File: src/rtl/game_tick_sched_pkg.sv
// Shared definitions for the game tick scheduler: state encoding, widths, scroll-period helper.
// Latency: n/a (package).
// Backpressure: n/a (package).
package game_pkg;

    localparam int LEVEL_W  = 4;
    // Wide enough for the largest divider (1666667 < 2^21).
    localparam int PERIOD_W = 21;

    typedef enum logic [1:0] {
        ST_IDLE   = 2'd0,
        ST_RUN    = 2'd1,
        ST_PAUSED = 2'd2,
        ST_OVER   = 2'd3
    } state_e;

    // Scroll period for a level, floored at pmin. The compare is done before the
    // subtraction so the period can never wrap below zero.
    function automatic logic [PERIOD_W-1:0] scroll_period(
        input logic [LEVEL_W-1:0]  lvl,
        input logic [PERIOD_W-1:0] base,
        input logic [PERIOD_W-1:0] step,
        input logic [PERIOD_W-1:0] pmin
    );
        logic [PERIOD_W-1:0] dec;
        dec = PERIOD_W'(lvl) * step;
        if (dec >= (base - pmin)) begin
            scroll_period = pmin;
        end else begin
            scroll_period = base - dec;
        end
    endfunction

endpackage

File: src/rtl/game_tick_sched_tick_counter.sv
// Generic enable-driven divider: counts en pulses, emits a one-cycle tick on terminal count.
// Latency: tick_o one cycle after the enabled cycle at terminal; fire_o is the same-cycle strobe.
// Backpressure: none; en low holds the count, clr forces zero and drops any pending tick.
module tick_counter
    import game_pkg::*;
#(
    parameter int W = PERIOD_W
) (
    input  logic         clk,
    input  logic         rst_n,
    input  logic         en_i,
    input  logic         clr_i,
    input  logic [W-1:0] period_i,
    output logic         fire_o,
    output logic         tick_o
);

    logic [W-1:0] cnt_q;
    logic [W-1:0] cnt_d;
    logic         tick_q;
    logic         term;

    // Greater-or-equal so a period that shrinks below the current count still wraps.
    assign term   = (cnt_q >= (period_i - W'(1)));
    assign fire_o = en_i && !clr_i && term;
    assign tick_o = tick_q;

    // Next count: clear wins, otherwise advance or wrap when enabled.
    always_comb begin
        cnt_d = cnt_q;
        if (clr_i) begin
            cnt_d = '0;
        end else if (en_i) begin
            cnt_d = term ? '0 : (cnt_q + W'(1));
        end
    end

    // Count and tick registers.
    always_ff @(posedge clk or negedge rst_n) begin
        if (!rst_n) begin
            cnt_q  <= '0;
            tick_q <= 1'b0;
        end else begin
            cnt_q  <= cnt_d;
            tick_q <= fire_o;
        end
    end

endmodule

File: src/rtl/game_tick_sched.sv
// Game timing scheduler: run/pause/over sequencing plus frame, scroll and animation enable ticks.
// Latency: all outputs registered; first frame_tick FRAME_DIV cycles after entering RUN.
// Backpressure: pause or game_over freeze every counter; a tick due in that cycle is dropped.
module game_tick_sched
    import game_pkg::*;
#(
    parameter int FRAME_DIV    = 1666667,
    parameter int SCROLL_BASE  = 400000,
    parameter int SCROLL_STEP  = 25000,
    parameter int SCROLL_MIN   = 100000,
    parameter int LEVEL_FRAMES = 600,
    parameter int ANIM_DIV     = 6,
    parameter int MAX_LEVEL    = 12
) (
    input  logic       clk,
    input  logic       rst_n,
    input  logic       start,
    input  logic       pause,
    input  logic       game_over,
    output logic       frame_tick,
    output logic       scroll_tick,
    output logic       anim_tick,
    output logic [3:0] level,
    output logic [1:0] state,
    output logic       running
);

    localparam int ANIM_W = $clog2(ANIM_DIV + 1);
    localparam int LF_W   = $clog2(LEVEL_FRAMES + 1);

    state_e               state_q;
    logic                 running_q;
    logic [LEVEL_W-1:0]   level_q;
    logic                 cnt_en;
    logic                 cnt_clr;
    logic                 frame_fire;
    logic                 scroll_fire;
    logic                 anim_fire;
    logic                 lf_fire;
    logic                 lf_tick;
    logic [PERIOD_W-1:0]  scroll_per;
    logic                 unused_fire;

    // Counting only in RUN; the cycle pause/game_over is sampled is already frozen.
    assign cnt_en  = (state_q == ST_RUN) && !pause && !game_over;
    // Held at zero in IDLE, and wiped on the restart edge out of OVER.
    assign cnt_clr = (state_q == ST_IDLE) || ((state_q == ST_OVER) && start);

    assign scroll_per = scroll_period(level_q, PERIOD_W'(SCROLL_BASE),
                                      PERIOD_W'(SCROLL_STEP), PERIOD_W'(SCROLL_MIN));

    tick_counter #(.W(PERIOD_W)) u_frame (
        .clk(clk), .rst_n(rst_n), .en_i(cnt_en), .clr_i(cnt_clr),
        .period_i(PERIOD_W'(FRAME_DIV)), .fire_o(frame_fire), .tick_o(frame_tick)
    );

    tick_counter #(.W(PERIOD_W)) u_scroll (
        .clk(clk), .rst_n(rst_n), .en_i(cnt_en), .clr_i(cnt_clr),
        .period_i(scroll_per), .fire_o(scroll_fire), .tick_o(scroll_tick)
    );

    // Frame-rate counters step on the frame strobe so their ticks line up with frame_tick.
    tick_counter #(.W(ANIM_W)) u_anim (
        .clk(clk), .rst_n(rst_n), .en_i(frame_fire), .clr_i(cnt_clr),
        .period_i(ANIM_W'(ANIM_DIV)), .fire_o(anim_fire), .tick_o(anim_tick)
    );

    tick_counter #(.W(LF_W)) u_level_frames (
        .clk(clk), .rst_n(rst_n), .en_i(frame_fire), .clr_i(cnt_clr),
        .period_i(LF_W'(LEVEL_FRAMES)), .fire_o(lf_fire), .tick_o(lf_tick)
    );

    assign unused_fire = scroll_fire | anim_fire | lf_tick;

    // Game state sequencing with registered running flag.
    always_ff @(posedge clk or negedge rst_n) begin
        if (!rst_n) begin
            state_q   <= ST_IDLE;
            running_q <= 1'b0;
        end else begin
            case (state_q)
                ST_IDLE: begin
                    if (start) begin
                        state_q   <= ST_RUN;
                        running_q <= 1'b1;
                    end
                end
                ST_RUN: begin
                    if (game_over) begin
                        state_q   <= ST_OVER;
                        running_q <= 1'b0;
                    end else if (pause) begin
                        state_q   <= ST_PAUSED;
                        running_q <= 1'b0;
                    end
                end
                ST_PAUSED: begin
                    if (game_over) begin
                        state_q   <= ST_OVER;
                    end else if (!pause) begin
                        state_q   <= ST_RUN;
                        running_q <= 1'b1;
                    end
                end
                ST_OVER: begin
                    if (start) begin
                        state_q   <= ST_RUN;
                        running_q <= 1'b1;
                    end
                end
                default: begin
                    state_q   <= ST_IDLE;
                    running_q <= 1'b0;
                end
            endcase
        end
    end

    // Speed level: bumps on the frame that completes a level block, saturating.
    always_ff @(posedge clk or negedge rst_n) begin
        if (!rst_n) begin
            level_q <= '0;
        end else if (cnt_clr) begin
            level_q <= '0;
        end else if (lf_fire && (level_q < LEVEL_W'(MAX_LEVEL))) begin
            level_q <= level_q + LEVEL_W'(1);
        end
    end

    assign level   = level_q;
    assign state   = state_q;
    assign running = running_q;

endmodule

File: config.mk
export PLATFORM = sky130hd
export DESIGN_NAME = game_tick_sched
export DESIGN_NICKNAME = d
export VERILOG_FILES = /design/src/rtl/game_tick_sched_pkg.sv /design/src/rtl/game_tick_sched_tick_counter.sv /design/src/rtl/game_tick_sched.sv
export SDC_FILE = /design/constraint.sdc
export NUM_CORES = 1
export LEC_CHECK = 0
export CORE_MARGIN = 2
export CORE_UTILIZATION = 44
export CTS_CLUSTER_DIAMETER = 150
export DETAILED_ROUTE_END_ITERATION = 8
export PLACE_DENSITY = 0.68
export SLEW_MARGIN = 20
export SYNTH_ARGS = -nofsm -noshare
export SYNTH_HDL_FRONTEND = slang
export SYNTH_SLANG_ARGS = --single-unit
File: constraint.sdc
create_clock -name clk -period 19.94 [get_ports clk]
set_clock_uncertainty 0.1 [all_clocks]
set_input_delay 1.994 -clock clk [delete_from_list [all_inputs] [get_ports clk]]
set_output_delay 1.994 -clock clk [all_outputs]
set_load 0.005 [all_outputs]
==> impl_metrics.ini, run 1 <==
[critical_path]
crit_chain = ha_1, ha_1, a311o_1, a21bo_1, and4_1, a31o_2, a32oi_1, o21ai_2, nand2_1, ha_1, nand4_2, a211oi_2, and3_1, o21ai_1, ha_1, nand4_1, or4_1, o2111ai_1, buf_4, a31oi_1, o21ai_0, o41ai_1
cpMostUsedCell = ha_1
r2r-start = level[0]
r2r_slack_ns = 13.30
arrival_ns = 6.75
crit_family = compound AO/OA/AOI/OAI gates
endpoint_kind = flop
rr_worst_depth = 22
slowest_stage = dfrtp_1
rr_endpoint = u_scroll.cnt_q[9]
cp_max_fo = 29
path_buf_inv = 1
critPathLaunchType = flop
cp_slowest_stage_delay_ns = 0.94
cp.required_ns = 20.05
critPathKind = flop to flop

[placed_design]
dp_hpwl_um = 9342
gp_congestion = 0.9001
dpl.cell_count = 806
io_buffers = 14
dpl-instance-area_um2 = 5893

[global_route]
antenna_found_initial = 0
grt_overflow = 0
grt_max_degree = 66
grt_pass1_vias = 4910
grt_pass1_wl_um = 23070
track_usage = 0.1986

[routing]
drc = 0
viasPerCell = 6.018
vias = 4947
drtPass1Iterations = 5
post_drt_wl_per_cell_um = 16.22
final_antenna_net_count = 0
wl_um = 13340
drtIter0Drc = 308

[power]
power.density_nw_per_um2 = 63.60
p_total_uw = 393.2
ir_drop_mv = 0.05729
p_leak_uw = 0.002837

[outcome]
status = finished clean

[min_path]
min_path_cells = 1
min_to = u_scroll.cnt_q[16]
hp-class = flop to flop
worstHoldStart = u_scroll.cnt_q[16]

[sta]
worst_pin_slew_ns = 1.005
max-slew-margin-rel = 0.3302
post-route-period-util = 0.3329
whs_ns = 0.4138
clock.fmax_mhz = 150.6
grt_setup_unrepaired = no
drv_slew = 0
setup_viol_count_final = 0
finalHoldViolCount = 0
tns_ns = 0
period_needed_ns = 6.638

[yosys]
avgSynthCellArea_um2 = 8.840
synth_seq_area_share = 0.2866
yosys.area.top_type_share = 0.2866
yosys_warnings = 0
synth_top_cell_by_area = dfrtp_1
synth_edf_count = 0
ys_ff_latch = 65
async_reset_ff_frac = 1.000
synthFlopType = dfrtp_1
synthCells = 642
synth.area.top_cells = dfrtp_1 29%, ha_1 11%, nand2_1 4.0%
netlist-cell-type-count = 89
netlist_area_um2 = 5675

[cts]
cts_setup_buffers = 0
h-tree-depth = 3
cts_hold_buf = 0
cts_max_path_buffers = 2
cts_buffers = 9
cts_tree = done
cts-resized-gates = 0
clk_pin_slew_ns = 0.06
cts_root_buffer = clkbuf_16
cts_sinks = 65
clk_latency_ns = 0.34

[finish]
nets = 700
multi_input_area_um2 = 3816
seq_area_um2 = 1627
finalInstanceArea_um2 = 6182
syn_to_final_growth_pct = 8.929
drive_above_1_share = 0.09692
fillers = 1246
fin_cells = 822
antenna_cells = 0

[floorplanning]
rows = 41
die_h_um = 117.6
core_area_um2 = 12620
ioPinCount = 15
dieArea_um2 = 13820
dieWidth_um = 117.6
initial_core_util = 0.4497

[job]
maxCapViolCount = 0
[kinds of logic after synthesis]
logic type / Yosys count / synth area share
compound gates: 185 / 0.2496
simple gates: 250 / 0.2363
flops: 65 / 0.2866
buf+inv: 48 / 0.04343
mux: 11 / 0.01984
other cells: 1 / 0.0006607
xor+xnor: 32 / 0.05335
fa+ha+maj: 50 / 0.1102
[metrics by stage]
step                setup WS (ns)    util
detailed placement          13.36  0.4670
global route                12.79  0.4899
finish                      13.30  0.4899
floorplan                   13.47       -
CTS                         13.33  0.4895
global placement            13.59  0.4670
[cells in the mapped netlist (4+ instances only)]
library cell / instances
nand3_1: 40
nand2_1: 61
a221o_1: 6
a211oi_1: 4
nand4_1: 16
and4_1: 5
a31o_2: 4
o31a_1: 7
or4_1: 7
nor2_1: 37
dfrtp_1: 65
nor3_1: 9
a21o_1: 14
xnor2_1: 15
clkbuf_1: 13
nor2b_1: 13
nand2b_1: 5
and3_1: 18
inv_1: 22
or2_2: 5
o21ai_0: 43
o31ai_1: 13
and2_1: 7
nor4b_1: 4
ha_1: 50
a21oi_1: 22
a31oi_1: 10
o21a_1: 4
buf_2: 5
xor2_1: 14
a22o_1: 5
o41ai_1: 5
mux2i_1: 9
[sequential cells by signal, indices dropped and copies added, names as in the netlist]
| register | count |
|---|---|
| u_frame.cnt_q | 21 |
| u_scroll.cnt_q | 21 |
| u_level_frames.cnt_q | 10 |
| level | 4 |
| u_anim.cnt_q | 3 |
| state | 2 |
| running | 1 |
| u_anim.tick_o | 1 |
| u_frame.tick_o | 1 |
| u_scroll.tick_o | 1 |
[worst max path at each step]
stage	slack [ns]	to	startpoint	cells past startpoint
2_1_floorplan	13.47	u_scroll.cnt_q[20]	level[1]	26
3_3_place_gp	13.59	u_scroll.cnt_q[3]	level[1]	24
3_5_place_dp	13.36	u_scroll.cnt_q[9]	level[1]	25
4_1_cts	13.33	u_scroll.cnt_q[3]	level[1]	24
5_1_grt	12.79	u_scroll.cnt_q[13]	level[1]	25
6_report	13.30	u_scroll.cnt_q[9]	level[0]	22
[final cells by class]
cell class / count / area share
Timing Repair Buffer: 17 / 0.02550
Clock inverter: 4 / 0.004453
Tap cell: 172 / 0.03481
Clock buffer: 12 / 0.04149
Inverter: 22 / 0.01336
Sequential cell: 65 / 0.2631
Multi-Input combinational cell: 530 / 0.6173
[layer usage]
metal / wire (um) / vias to the layer above / track usage
met5: 0 / - / 0
met4: 153 / 0 / 0.06099
met3: 342 / 14 / 0.03391
met2: 6625 / 79 / 0.3450
met1: 6213 / 2430 / 0.2522
li1: - / 2424 / -
[power by group]
part	internal, uW	switching (uW)	leakage, uW	total (uW)
registers	138	6.70	0.000898	144
logic	34.8	64.1	0.00181	99.0
clock network	90.6	59.3	0.000131	150
total	263	130	0.00284	393
[cells in the final DEF, fill, tap and decap left out, types with 4 or more instances in the layout]
| cell type | Yosys | final |
|---|---|---|
| and2_1 | 7 | 7 |
| a31oi_1 | 10 | 10 |
| o21a_1 | 4 | 4 |
| a22o_1 | 5 | 5 |
| and3_1 | 18 | 18 |
| a211oi_1 | 4 | 4 |
| and4_1 | 5 | 5 |
| dfrtp_1 | 65 | 65 |
| o31ai_1 | 13 | 13 |
| or4_1 | 7 | 7 |
| xor2_1 | 14 | 14 |
| o41ai_1 | 5 | 5 |
| nor2b_1 | 13 | 13 |
| o31a_1 | 7 | 7 |
| nor2_1 | 37 | 35 |
| o21ai_0 | 43 | 43 |
| nor3_1 | 9 | 9 |
| nand2b_1 | 5 | 5 |
| nor4b_1 | 4 | 4 |
| a221o_1 | 6 | 6 |
| nand3_1 | 40 | 40 |
| a31o_2 | 4 | 4 |
| a21o_1 | 14 | 14 |
| or2_2 | 5 | 5 |
| nand4_1 | 16 | 16 |
| mux2i_1 | 9 | 9 |
| clkdlybuf4s50_1 | 0 | 13 |
| nand2_1 | 61 | 61 |
| xnor2_1 | 15 | 15 |
| inv_1 | 22 | 22 |
| ha_1 | 50 | 50 |
| a21oi_1 | 22 | 22 |
| clkbuf_16 | 0 | 9 |
No activity file was read; power rests on OpenSTA's default activity.
==> run 2, diff against run 1 <==
==> constraint.sdc (replaced) <==
create_clock -name clk -period 6.25 [get_ports clk]
set_clock_uncertainty 0.1 [all_clocks]
set_input_delay 0.625 -clock clk [delete_from_list [all_inputs] [get_ports clk]]
set_output_delay 0.625 -clock clk [all_outputs]
set_load 0.005 [all_outputs]
==> run 2 against run 1 <==
Net effect: via count increased by 0.89%; routed wire length decreased by 0.11%; worst hold slack worse by 0.047 ns; flip-flop and latch count unchanged; sequential power grew to 3.2 times the previous value; count of clock-buffer cells in the layout down 2; final cell count rose by 1.7%; largest cell class unchanged; maximum frequency grew 11%; critical endpoint is now u_scroll.cnt_q[17]; total power increased to 3.5 times the previous value.
==> impl_metrics.ini, run 2 (synthesis results as in run 1) <==
[global_route]
track_usage = 0.1915
grt_pass1_wl_um = 22380
grt_max_degree = 66
grt_overflow = 0
antenna_found_initial = 0
grt_pass1_vias = 4867

[sta]
finalHoldViolCount = 0
post-route-period-util = 0.9608
grt_setup_unrepaired = yes
worst_pin_slew_ns = 0.9920
final.setup.worst_slack_ns = 0.2448
period_needed_ns = 6.005
clock.fmax_mhz = 166.5
tns_ns = 0
drv_slew = 0
max-slew-margin-rel = 0.3387
setup_viol_count_final = 0

[critical_path]
critPathKind = flop to flop
cp_max_fo = 14
critPathLaunchType = flop
endpoint_kind = flop
arrival_ns = 6.12
r2r-start = level[3]
cp.required_ns = 6.37
rr_endpoint = u_scroll.cnt_q[17]
rr_worst_depth = 25
crit_start = level[3]
r2r_slack_ns = 0.24

[finish]
finalInstanceArea_um2 = 6400
top_regs = u_frame.cnt_q (21), u_scroll.cnt_q (21), u_level_frames.cnt_q (10)
nets = 714
syn_to_final_growth_pct = 12.76
final_util = 0.5071
final_common_cell = dfrtp_1
antenna_cells = 0
most-common-layout-cells = 63 x dfrtp_1, 61 x nand2_1, 48 x ha_1, 41 x o21ai_0, 40 x nand3_1
fillers = 1209
drive_above_1_share = 0.1280

[routing]
wl_met1_um = 6070
drtIter0Drc = 195
viasPerCell = 5.970
drtPass1Iterations = 5
wl_um = 13320
routed-wl-met2_um = 6782
wl_met3_um = 349
drc = 0
vias = 4991
post_drt_wl_per_cell_um = 15.93
highest_layer = met4
final_antenna_net_count = 0

[cts]
clk_latency_ns = 0.34
h-tree-depth = 3
cts_root_buffer = clkbuf_16
cts_buffers = 9
cts_max_path_buffers = 2
cts_hold_buf = 0
cts_sinks = 65
clk_pin_slew_ns = 0.06
cts_tree = done

[outcome]
status = finished clean

[placed_design]
place_ws_ns = 0.1147
gp_congestion = 0.8232
dp_hpwl_um = 9307
io_buffers = 14
dpl-instance-area_um2 = 5959

[floorplanning]
die_h_um = 117.6
dieArea_um2 = 13820
initial_core_util = 0.4497
rows = 41
core_area_um2 = 12620
dieWidth_um = 117.6
ioPinCount = 15

[min_path]
hp-class = input pin to asynchronous set/reset pin

[power]
p_leak_uw = 0.002945
power.density_nw_per_um2 = 215.5
ir_drop_mv = 0.1933

[job]
maxCapViolCount = 0
run 2: final cells by class:
class / instances / area (um2) / area share
sequential: 65 / 1629 / 0.2545
inverter: 22 / 82.58 / 0.01290
multi-input combinational: 530 / 3855 / 0.6023
clock inverter: 6 / 112.6 / 0.01760
timing repair buffer: 31 / 266.5 / 0.04164
tap: 172 / 215.2 / 0.03363
clock buffer: 10 / 239.0 / 0.03734
run 2: how the worst max path moves through the flow:
stage / slack (ns) / end
after floorplan: 0.25 / u_scroll.cnt_q[3]
after global placement: 0.26 / u_scroll.cnt_q[3]
after detailed placement: 0.11 / u_scroll.cnt_q[13]
after CTS: 0.10 / u_scroll.cnt_q[3]
after global routing: -0.05 / u_scroll.cnt_q[13]
final: 0.24 / u_scroll.cnt_q[17]
run 2: where the power goes:
| part | internal (uW) | switching (uW) | total [uW] |
|---|---|---|---|
| registers | 439 | 19.7 | 459 |
| clock network | 402 | 196 | 598 |
| logic | 116 | 206 | 323 |
run 2: stage by stage:
step	hold WS [ns]	power [uW]	std cells
final	0.3672	1379	836
after global routing	0.4401	1452	836
after CTS	0.3932	1382	829
after detailed placement	0.4113	778.8	813
after global placement	0.3989	769.7	813
after floorplan	0.2294	680.9	643
run 2: layer usage:
layer / global-route usage / vias to the layer above
met5: 0 / -
met4: 0.04217 / 0
met2: 0.3355 / 66
li1: - / 2451
met3: 0.04312 / 10
met1: 0.2411 / 2464
run 2: worst max-delay path, cell delays in order (launching register included):
cell	delay, ns
dfrtp_2	0.46
ha_1	0.22
xor2_1	0.15
ha_1	0.18
a21o_1	0.15
ha_2	0.31
a311o_1	0.40
a21bo_1	0.25
and4_1	0.27
a31o_2	0.29
a32oi_4	0.30
o21ai_4	0.11
nand2_1	0.13
ha_1	0.20
nand4_2	0.14
a211oi_4	0.24
xnor2_1	0.16
nor2_2	0.04
ha_1	0.28
nand4_1	0.14
or4_1	0.56
o2111ai_2	0.25
buf_4	0.26
o21ai_0	0.11
nand2_1	0.09
o21ai_0	0.07
run 2: repair_timing:
action                                  in CTS  in global routing
endpoints found under the setup margin       0                 21
gates resized for setup                      0                 13
setup buffers                                0                  6
==> run 3, diff against run 2 <==
--- a/config.mk
+++ b/config.mk
@@ -7,8 +7,10 @@
 export LEC_CHECK = 0
 export CORE_MARGIN = 2
 export CORE_UTILIZATION = 44
+export CTS_BUF_LIST = sky130_fd_sc_hd__clkbuf_16
 export CTS_CLUSTER_DIAMETER = 150
 export DETAILED_ROUTE_END_ITERATION = 8
+export GPL_TIMING_DRIVEN = 1
 export PLACE_DENSITY = 0.68
 export SLEW_MARGIN = 20
 export SYNTH_ARGS = -nofsm -noshare
==> run 3 against run 2 <==
Net effect: first-iteration DRC count is the same; total power fell by 0.95%; critical path type unchanged; setup slack lost 0.00099 ns.
==> impl_metrics.ini, run 3 (synthesis results as in run 1) <==
[cts]
cts_root_buffer = clkbuf_16
cts_sinks = 65
clk_pin_slew_ns = 0.06
h-tree-depth = 3
cts_max_path_buffers = 2
cts_hold_buf = 0
clk_latency_ns = 0.34
cts_tree = done
cts_buffers = 9

[routing]
vias = 4993
drtPass1Iterations = 4
wl_um = 13340
final_antenna_net_count = 0
post_drt_wl_per_cell_um = 15.95
drtIter0Drc = 195
viasPerCell = 5.972
drc = 0

[finish]
top_regs = u_frame.cnt_q (21), u_scroll.cnt_q (21), u_level_frames.cnt_q (10)
syn_to_final_growth_pct = 12.59
drive_above_1_share = 0.1265
final_common_cell = dfrtp_1
fin_cells = 836
nets = 714
final_util = 0.5063
antenna_cells = 0
most-common-layout-cells = 63 x dfrtp_1, 61 x nand2_1, 48 x ha_1, 41 x o21ai_0, 40 x nand3_1

[sta]
drv_slew = 0
clock.fmax_mhz = 166.5
setup_viol_count_final = 0
period_needed_ns = 6.006
finalHoldViolCount = 0
max-slew-margin-rel = 0.3401
post-route-period-util = 0.9610
grt_setup_unrepaired = yes
worst_pin_slew_ns = 0.9899

[floorplanning]
dieWidth_um = 117.6
initial_core_util = 0.4497
die_h_um = 117.6
dieArea_um2 = 13820
core_area_um2 = 12620
rows = 41
ioPinCount = 15

[power]
intPower_uw = 944.5
switching_share = 0.3085
p_comb_frac = 0.236
power.density_nw_per_um2 = 213.8
power_switching_uw = 421.5
ir_drop_mv = 0.1933
p_leak_uw = 0.002940
pwr-share-clk = 0.428
pwr-share-seq = 0.336

[critical_path]
cpMostUsedCell = ha_1
endpoint_kind = flop
critPathLaunchType = flop
arrival_ns = 6.12
slowest_stage = or4_1
cp.required_ns = 6.37
r2r_slack_ns = 0.24
cp_slowest_stage_delay_ns = 0.56
cp_max_fo = 14
critPathKind = flop to flop

[placed_design]
dp_hpwl_um = 9307
io_buffers = 14
gp_congestion = 0.8232
dpl.cell_count = 813

[global_route]
track_usage = 0.1915
grt_pass1_wl_um = 22380
antenna_found_initial = 0
grt_overflow = 0
grt_max_degree = 66
grt_pass1_vias = 4867

[min_path]
hp-class = input pin to asynchronous set/reset pin

[job]
maxCapViolCount = 0

[outcome]
status = finished clean
[run 3: cell count changes in the layout (fill, tap and decap cells not counted), sizes merged]
| cell | change |
|---|---|
| clkinv | +1 |
| clkbuf | -1 |
[run 3: power groups by stage]
stage          sequential, uW  clock, uW  combinational (uW)
2_1_floorplan             464          0                 217
3_5_place_dp              466          0                 313
6_report                  459        585                 322
4_1_cts                   459        594                 316
3_3_place_gp              465          0                 304
5_1_grt                   463        612                 364
[run 3: path summary, 6_finish.rpt]
kind / end / cells past startpoint / startpoint
max: u_scroll.cnt_q[17] / 25 / level[3]
min: u_level_frames.cnt_q[5] / 2 / rst_n
max reg2reg: u_scroll.cnt_q[17] / 25 / level[3]
min reg2reg: u_frame.cnt_q[16] / 1 / u_frame.cnt_q[16]
max in group asynchronous: level[1] / 2 / rst_n
min in group clk: u_frame.cnt_q[16] / 1 / u_frame.cnt_q[16]
[run 3: stage by stage]
step	TNS, ns	total power (uW)	cell area, um2	setup WS, ns	hold slack (ns)
finish	0	1366	6390	0.2438	0.3671
global route	-0.1876	1439	6390	-0.05426	0.4401
CTS	0	1369	6301	0.1014	0.3932
detailed placement	0	778.8	5959	0.1147	0.4113
global placement	0	769.7	5959	0.2596	0.3989
floorplan	0	680.9	5699	0.2507	0.2294
[run 3: per-layer routing]
| layer | GRT usage | wire (um) |
|---|---|---|
| met5 | 0 | 0 |
| met4 | 0.04217 | 118 |
| met3 | 0.04312 | 369 |
| met2 | 0.3355 | 6777 |
| met1 | 0.2411 | 6072 |
[run 3: critical path: cells and delay by family (launching register included)]
kind	cells	cell delay, ns
fa+ha+maj	5	1.19
compound gates	10	2.17
xor+xnor	2	0.31
buf+inv	1	0.26
flops	1	0.46
simple gates	7	1.37
[run 3: area by class of cell]
| class | instances | area [um2] |
|---|---|---|
| well taps | 172 | 215.2 |
| multi-input cells | 530 | 3855 |
| flip-flops and latches | 65 | 1629 |
| clock inverters | 7 | 116.4 |
| inverters | 22 | 82.58 |
| fillers | 1210 | 6230 |
| clock buffers | 9 | 225.2 |
| repair buffers | 31 | 266.5 |
[run 3: repair_timing]
| item | CTS | global route |
|---|---|---|
| gates resized for setup | 0 | 13 |
| hold endpoints to repair | 0 | 0 |
| endpoints found under the setup margin | 0 | 21 |
| buffers inserted | 0 | 6 |
